File: src/rtl/wave_channel_banked.sv
// wave_channel_banked: banked wave-RAM playback channel (GBA sound channel 3) for the sound mixer.
// Latency: wave is registered, one cycle behind pos/volume changes; RAM writes are visible next cycle.
// Backpressure: none; register strobes, len_tick and RAM writes are single-cycle and always accepted.
// Ports: system_clock / reset (synchronous, active-low); NR30..NR34 register contents with the
//   nr31_wr / nr34_wr write strobes; len_tick 256 Hz frame-sequencer strobe; wr_en / wr_addr / wr_data
//   CPU halfword write into the bank not selected for playback; wave scaled sample; active playing flag.
module wave_channel_banked #(
  parameter int SAMPLE_W         = 4,
  parameter int SAMPLES_PER_BANK = 32,
  parameter int TICK_MULT        = 4,
  parameter int LEN_W            = 9,
  localparam int HW_PER_BANK     = SAMPLES_PER_BANK * SAMPLE_W / 16,
  localparam int AW              = $clog2(HW_PER_BANK)
) (
  input  logic                system_clock,
  input  logic                reset,
  input  logic [7:0]          NR30,
  input  logic [7:0]          NR31,
  input  logic                nr31_wr,
  input  logic [7:0]          NR32,
  input  logic [7:0]          NR33,
  input  logic [7:0]          NR34,
  input  logic                nr34_wr,
  input  logic                len_tick,
  input  logic                wr_en,
  input  logic [AW-1:0]       wr_addr,
  input  logic [15:0]         wr_data,
  output logic [SAMPLE_W-1:0] wave,
  output logic                active
);
  localparam int IW = $clog2(SAMPLES_PER_BANK);   // sample index within one bank
  localparam int TW = $clog2(2048 * TICK_MULT + 1);
  localparam logic [LEN_W-1:0] LEN_FULL = LEN_W'(256);

  // Both banks in one array; the top address bit is the bank number.
  logic [15:0]         ram [2*HW_PER_BANK];

  logic [IW:0]         pos;        // bit IW only used in 64-sample mode
  logic [TW-1:0]       timer;
  logic [LEN_W-1:0]    length;
  logic                play_bank;  // bank/dim latched at trigger and each advance
  logic                dim;

  logic                trigger;
  logic                len_expire;
  logic                active_nxt;
  logic [11:0]         steps;
  logic [TW-1:0]       period_m1;
  logic [IW:0]         pos_adv;
  logic                rd_bank;
  logic [15:0]         rd_hw;
  logic [7:0]          rd_byte;
  logic [SAMPLE_W-1:0] sample;
  logic [SAMPLE_W+1:0] sample_x3;
  logic [SAMPLE_W-1:0] scaled;
  logic                unused_bits;

  assign unused_bits = ^{NR30[4:0], NR32[4:0], NR34[5:3]};

  assign trigger   = nr34_wr & NR34[7];
  assign steps     = 12'd2048 - {1'b0, NR34[2:0], NR33};
  assign period_m1 = TW'(steps) * TW'(TICK_MULT) - TW'(1);

  // The dimension that becomes current at this advance decides whether pos
  // runs across both banks or wraps inside one.
  assign pos_adv = NR30[5] ? pos + 1'b1 : {1'b0, pos[IW-1:0] + 1'b1};

  // Sample i: byte i/2 of the bank (low byte of each halfword first), high nibble for even i.
  assign rd_bank   = play_bank ^ (dim & pos[IW]);
  assign rd_hw     = ram[{rd_bank, pos[IW-1:2]}];
  assign rd_byte   = pos[1] ? rd_hw[15:8] : rd_hw[7:0];
  assign sample    = pos[0] ? rd_byte[SAMPLE_W-1:0] : rd_byte[2*SAMPLE_W-1:SAMPLE_W];
  assign sample_x3 = {2'b00, sample} + {1'b0, sample, 1'b0};

  always_comb begin
    scaled = '0;
    if (NR32[7]) begin
      scaled = sample_x3[SAMPLE_W+1:2];
    end else begin
      case (NR32[6:5])
        2'b01:   scaled = sample;
        2'b10:   scaled = sample >> 1;
        2'b11:   scaled = sample >> 2;
        default: scaled = '0;
      endcase
    end
  end

  // Expiry only when a tick really decrements: trigger and length load both win over it.
  assign len_expire = len_tick & NR34[6] & (length == LEN_W'(1)) & ~trigger & ~nr31_wr;

  always_comb begin
    active_nxt = active;
    if (!NR30[7])        active_nxt = 1'b0;
    else if (trigger)    active_nxt = 1'b1;
    else if (len_expire) active_nxt = 1'b0;
  end

  // Wave RAM keeps its contents through reset.
  always_ff @(posedge system_clock) begin
    if (wr_en) ram[{~NR30[6], wr_addr}] <= wr_data;
  end

  always_ff @(posedge system_clock) begin
    if (!reset) begin
      active    <= 1'b0;
      wave      <= '0;
      pos       <= '0;
      timer     <= '0;
      length    <= '0;
      play_bank <= 1'b0;
      dim       <= 1'b0;
    end else begin
      active <= active_nxt;
      // Silent on the trigger edge too, so a stale sample never leaks out.
      wave   <= (active & active_nxt) ? scaled : '0;

      if (trigger) begin
        pos       <= '0;
        timer     <= period_m1;
        play_bank <= NR30[6];
        dim       <= NR30[5];
      end else if (active) begin
        if (timer == '0) begin
          timer     <= period_m1;
          pos       <= pos_adv;
          play_bank <= NR30[6];
          dim       <= NR30[5];
        end else begin
          timer <= timer - 1'b1;
        end
      end

      if (trigger) begin
        if (length == '0) length <= LEN_FULL;
      end else if (nr31_wr) begin
        length <= LEN_FULL - LEN_W'(NR31);
      end else if (len_tick && NR34[6] && length != '0) begin
        length <= length - 1'b1;
      end
    end
  end
endmodule
File: config.mk
export PLATFORM = sky130hd
export DESIGN_NAME = wave_channel_banked
export DESIGN_NICKNAME = d
export VERILOG_FILES = /design/src/rtl/wave_channel_banked.sv
export SDC_FILE = /design/constraint.sdc
export NUM_CORES = 1
export LEC_CHECK = 0
export ABC_AREA = 1
export ABC_CLOCK_PERIOD_IN_PS = 3300
export BUFFER_PORTS_ARGS = -buffer_cell sky130_fd_sc_hd__buf_2
export CORE_AREA = 2 2 151 153
export DETAILED_ROUTE_END_ITERATION = 16
export DIE_AREA = 0 0 153 155
export PLACE_DENSITY = 0.79
export SYNTH_ARGS = -nofsm -noshare
export SYNTH_HDL_FRONTEND = slang
export SYNTH_SLANG_ARGS = --single-unit
File: constraint.sdc
create_clock -name system_clock -period 3.3 [get_ports system_clock]
set_input_delay 0.165 -clock system_clock [delete_from_list [all_inputs] [get_ports system_clock]]
set_output_delay 0.165 -clock system_clock [all_outputs]
set_load 0.05 [all_outputs]
## After elaboration in Yosys (flattened, before gate mapping)

Memory sizes are Yosys's and may differ from the RTL's.
Cells that the tools add are included.

- Add/subtract/negate cells: 8
- Eq/ne operators: 5
- Muxes and demuxes: 23
- Bitwise operators: 12
- Reductions and logical operators: 13

Operators with widths:

| cell | count |
|---|---|
| 2-to-1 mux 14 bit | 3 |
| 2-to-1 mux 9 bit | 4 |
| subtractor 14 x 1 -> 14 bit (second input constant) | 2 |
| zero test 14 bit | 1 |
| case mux 4 bit (3 select lines) | 1 |
| subtractor 12 x 11 -> 12 bit (first input constant) | 1 |
| 2-to-1 mux 1 bit | 11 |
| == test 9 x 1 -> 1 bit (second input constant) | 1 |
| zero test 9 bit | 1 |
| nonzero test 9 bit | 1 |
| subtractor 9 x 1 -> 9 bit (second input constant) | 1 |
| subtractor 9 x 8 -> 9 bit (first input constant) | 1 |
| 2-to-1 mux 4 bit | 2 |
| 2-to-1 mux 8 bit | 1 |
| AND reduction 2 bit | 4 |
| AND 1 bit | 7 |
| adder 4 x 5 -> 6 bit | 1 |
| adder 6 x 1 -> 6 bit (second input constant) | 1 |
| 2-to-1 mux 6 bit | 1 |
| adder 5 x 1 -> 5 bit (second input constant) | 1 |
| == test 2 bit (second input constant) | 2 |
| NOT 1 bit | 4 |
| nonzero test 2 bit | 2 |
| nonzero test 3 bit | 1 |
| 5 further kinds | 6 |

- Register bits: 36
- Bits in writable memories: 256
- Input bits: 65
- Memories kept: 1

Memories:

| memory | depth | width | read ports | clocked after Yosys merged registers in | write ports | RTL line | text |
|---|---|---|---|---|---|---|---|
| ram | 16 | 16 | 1 | 0 | 1 | 36 | `logic [15:0] ram [2*HW_PER_BANK];` |

## Logic depth before layout (Yosys ltp)

- Word-level depth: 9
- Depth in mapped cells: 20

## Worst setup path before layout

OpenSTA, ideal clock, no wires.

- Path type: reg2reg
- Start point: register pos[2]
- End point: register wave[0]
- Data arrival time: 2.239 ns
- Path slack: 0.989 ns
- Cell stages (with the launch flop): 15
- Path buffers: 3
- Clock period less this slack: 2.311 ns
- Path through: dfxtp_1 -> buf_6 -> inv_4 -> buf_6 -> buf_2 -> nor2_1 -> o211ai_1 -> nand3_1 -> nand3_1 -> nand3_1 -> nand2_2 -> inv_1 -> fa_1 -> or2_2 -> a21oi_1

- Word-level cells in the longest chain between the ends: 5
- Elaborated cells between the ends (all ways): 6

Ends and longest elaborated chain:

| element | RTL line | text |
|---|---|---|
| start: declaration | 38 | `logic [IW:0] pos;` |
| start signal: assignment | 126 | `pos <= pos_adv;` |
| memory read (16 x 16 bit) * | n/a |  |
| 2-to-1 mux 8 bit * | 71 | `assign rd_byte = pos[1] ? rd_hw[15:8] : rd_hw[7:0];` |
| 2-to-1 mux 4 bit * | 72 | `assign sample = pos[0] ? rd_byte[SAMPLE_W-1:0] : rd_byte[2*SAMPLE_W-1:SAMPLE_W];` |
| adder 4 x 5 -> 6 bit / case mux 4 bit (3 select lines) (equally long branches) | 73, 80 |  |
| 2-to-1 mux 4 bit * | 77 | `if (NR32[7]) begin` |
| end signal: assignment | 116 | `wave <= (active & active_nxt) ? scaled : '0;` |
| end: declaration | 28 | `output logic [SAMPLE_W-1:0] wave,` |

Mark *: on every way between the ends. The rest lies on a longest branch, timed or not.
A chain may end at the register's enable or synchronous reset.

## Worst setup path after layout

- Start point: register pos[2]
- End point: register wave[2]

Same word-level chain as after synthesis.

==> summary.txt <==
Timing
  • Setup TNS: 0 ns
  • Max_slew headroom: 46.7%
  • Slew Viols, Final: 0
  • Final hold vios: 0
  • Final Cycle Share: 87.3%
  • Final WS setup: 0.418 ns
  • Fmax: 0.347 GHz
  • Period minus WS final: 2.88 ns
  • Clock skew: 0.0419 ns
  • Final setup violation count: 0
  • Worst slew pin tran: 0.798 ns
  • RSZ-0062 raised after global routing: no

Global route
  • Vias in the first global route: 9127
  • Initial antenna violation count: 0
  • Met1 Usage GRT: 36.0%
  • Most Used Layer, Global Route: met2
  • First-pass GRT wire length: 48400 um
  • M3 GR Usage: 3.37%
  • GRT overflow: 0
  • Met2 usage: 42.8%
  • Largest net degree at the start of global routing: 60
  • Total track usage: 25.9%

Logic synthesis
  • Largest cells by area after synthesis: edfxtp_1, nand2_1, nand3_1
  • Leading area contributor after synthesis: edfxtp_1
  • Asr flop ratio synth: 0%
  • Post-synth EDFFs: 256
  • Synth unique cells: 47
  • Net Count, Synth: 1356
  • Syn Std Cell Area: 13300 um2
  • Top FF cell, synth: edfxtp_1
  • YS warnings: 0
  • Seq/Total Area, Yosys: 63.3%
  • Post-Syn Area per Cell: 10.4 um2
  • Post-synth top area share: 57.9%
  • #FFs+latches synth: 292
  • Synth Instances: 1278

Worst setup path
  • Worst setup SP type: flip-flop
  • WP data arrival: 3.35 ns
  • Data required time of the worst path: 3.76 ns
  • Kind of critical path: reg -> reg
  • Critical path capture point type: flip-flop
  • Worst Path Max Fanout: 29

Clock tree
  • Bufs on Longest Clock Path: 3
  • CTS resizes: 0
  • Worst skew pair latency: 0.57 ns
  • Root Buffer: clkbuf_16
  • TritonCTS clock tree: done
  • Number of post-CTS setup repair buffers: 0
  • Sink Count: 292
  • Total CTS buffers: 28
  • CTS H-Tree Depth: 1
  • CTS Hold Bufs: 21
  • Clk pin slew, worst setup/hold paths: 0.06 ns

Floorplan
  • Vert. Die Dim: 155 um
  • Chip width: 153 um
  • Die area: 23700 um2
  • Core Area: 22200 um2
  • Placement row count: 55
  • Io pins: 70
  • Initial core utilization: 59.7%

Power
  • Pwr Total: 7740 uW
  • Lkg Pwr: 0.00567 uW
  • PwrDens: 518 nW/um2
  • Max VDD drop: 459 uV

Place
  • Port Buffers: 56
  • GP Congestion: 0.828
  • Placement Setup Slack: 0.505 ns
  • Dpl hpwl: 17800 um
  • Placed insts: 1597

Min path
  • Worst hold path type: in -> reg

Finish
  • Share of layout cells above drive strength 1: 13.2%
  • Most common cell after layout, fill and taps aside: nand2_1
  • Finished Layout Cells: 1669
  • # diodes: 0
  • Area delta synth->final: 12.6%
  • Fin util: 67.3%
  • Layout fillers: 1688
  • Most frequent cells in the layout: nand2_1, edfxtp_1, nand3_1
  • Nets: 1441

Routing
  • Vias per cell: 5.76
  • Antenna-violating nets left: 0
  • DR pass1 iterations: 7
  • Number of DRC markers in iteration 0: 1189
  • Via count: 9615
  • DRC viols: 0
  • Routed WL: 30700 um
  • Drt wl/cell: 18.4 um

Run
  • Max Cap Violations: 0

Status
  • Status: finished, final reports clean
## report_power, final
part / total [uW] / leakage (uW) / switching, uW / internal [uW]
Sequential: 4160 / 0.00261 / 46.9 / 4110
Combinational: 548 / 0.00263 / 356 / 192
Clock: 3040 / 0.000426 / 1320 / 1720
Total: 7740 / 0.00567 / 1720 / 6020
## per-stage QoR
step	hold slack (ns)	area, um2
after floorplan	0.264	13300
after global placement	0.415	13900
after detailed placement	0.425	13900
after CTS	0.00731	14900
after global routing	0.0255	14900
final	0.0259	14900
## final cells by class
| type | count | area, um2 | area share [%] |
|---|---|---|---|
| Clock buffer | 34 | 723 | 4.84 |
| Clock inverter | 17 | 151 | 1.01 |
| Inverter | 82 | 310 | 2.08 |
| Multi-Input combinational cell | 847 | 4180 | 28.0 |
| Sequential cell | 292 | 8410 | 56.3 |
| Tap cell | 285 | 357 | 2.39 |
| Timing Repair Buffer | 112 | 816 | 5.46 |
## flip-flops by register name (all words and copies together), names as in the netlist
name,count
active,1
dim,1
length,9
play_bank,1
pos,6
ram,256
timer,14
wave,4
## worst paths after layout
check / startpoint / endpoint / slack (ns) / depth (start not counted)
setup / recovery: pos[2] / wave[2] / 0.42 / 18
hold reg to reg: length[7] / length[7] / 0.49 / 2
setup reg to reg: pos[2] / wave[2] / 0.42 / 18
hold / removal: wr_data[1] / ram[3][1] / 0.03 / 1
## synth_stat cells, types with 2 or more instances
library cell and number:
clkbuf_1 9, o21ai_1 13, xnor2_1 11, buf_6 18, o211ai_1 11, or2_2 2, buf_2 22, edfxtp_1 256
nor2_1 105, buf_4 7, nor3_1 9, a221oi_1 3, ha_1 12, nor2_2 4, inv_2 7, o22ai_1 4
a21oi_1 36, inv_1 72, nand3_2 4, nand2_2 3, a31oi_1 2, o21ai_0 56, nor3_2 6, xor2_2 3
nand3b_1 2, dfxtp_1 36, xor2_1 14, nand3_1 202, nand4_1 5, clkinv_1 2, nand2_1 326
## kinds of logic (layout without fill, tap and decap cells)
logic type | after synthesis | after routing | synth area share, %
adder cells (fa/ha/maj) | 13 | 13 | 1.28
buffers and inverters | 139 | 245 | 5.49
AND/OR/NAND/NOR | 674 | 674 | 22.3
XOR/XNOR | 28 | 28 | 2.02
AO/OA/AOI/OAI | 132 | 132 | 5.57
flip-flops | 292 | 292 | 63.3
## worst max-delay path: stages (launching register included)
cell and delay (ns):
dfxtp_4 0.40, inv_4 0.28, buf_12 0.24, nand2_1 0.07, nand3_1 0.08, nand3_1 0.09
nand2_1 0.10, a21oi_1 0.06, o21ai_1 0.10, nand3_1 0.12, nand2_2 0.21, inv_1 0.12
ha_1 0.34, inv_1 0.06, a21oi_1 0.17, nand2_1 0.09, nand2_1 0.06, nand3_1 0.07
a21oi_1 0.12
## layer usage
metal / up-vias / part of all wire (%)
met3: 62 / 7.9
met2: 426 / 49
met4: 0 / 2.6
met5: - / 0
met1: 4554 / 41
li1: 4573 / -
Power figures use the tool's default switching activity.
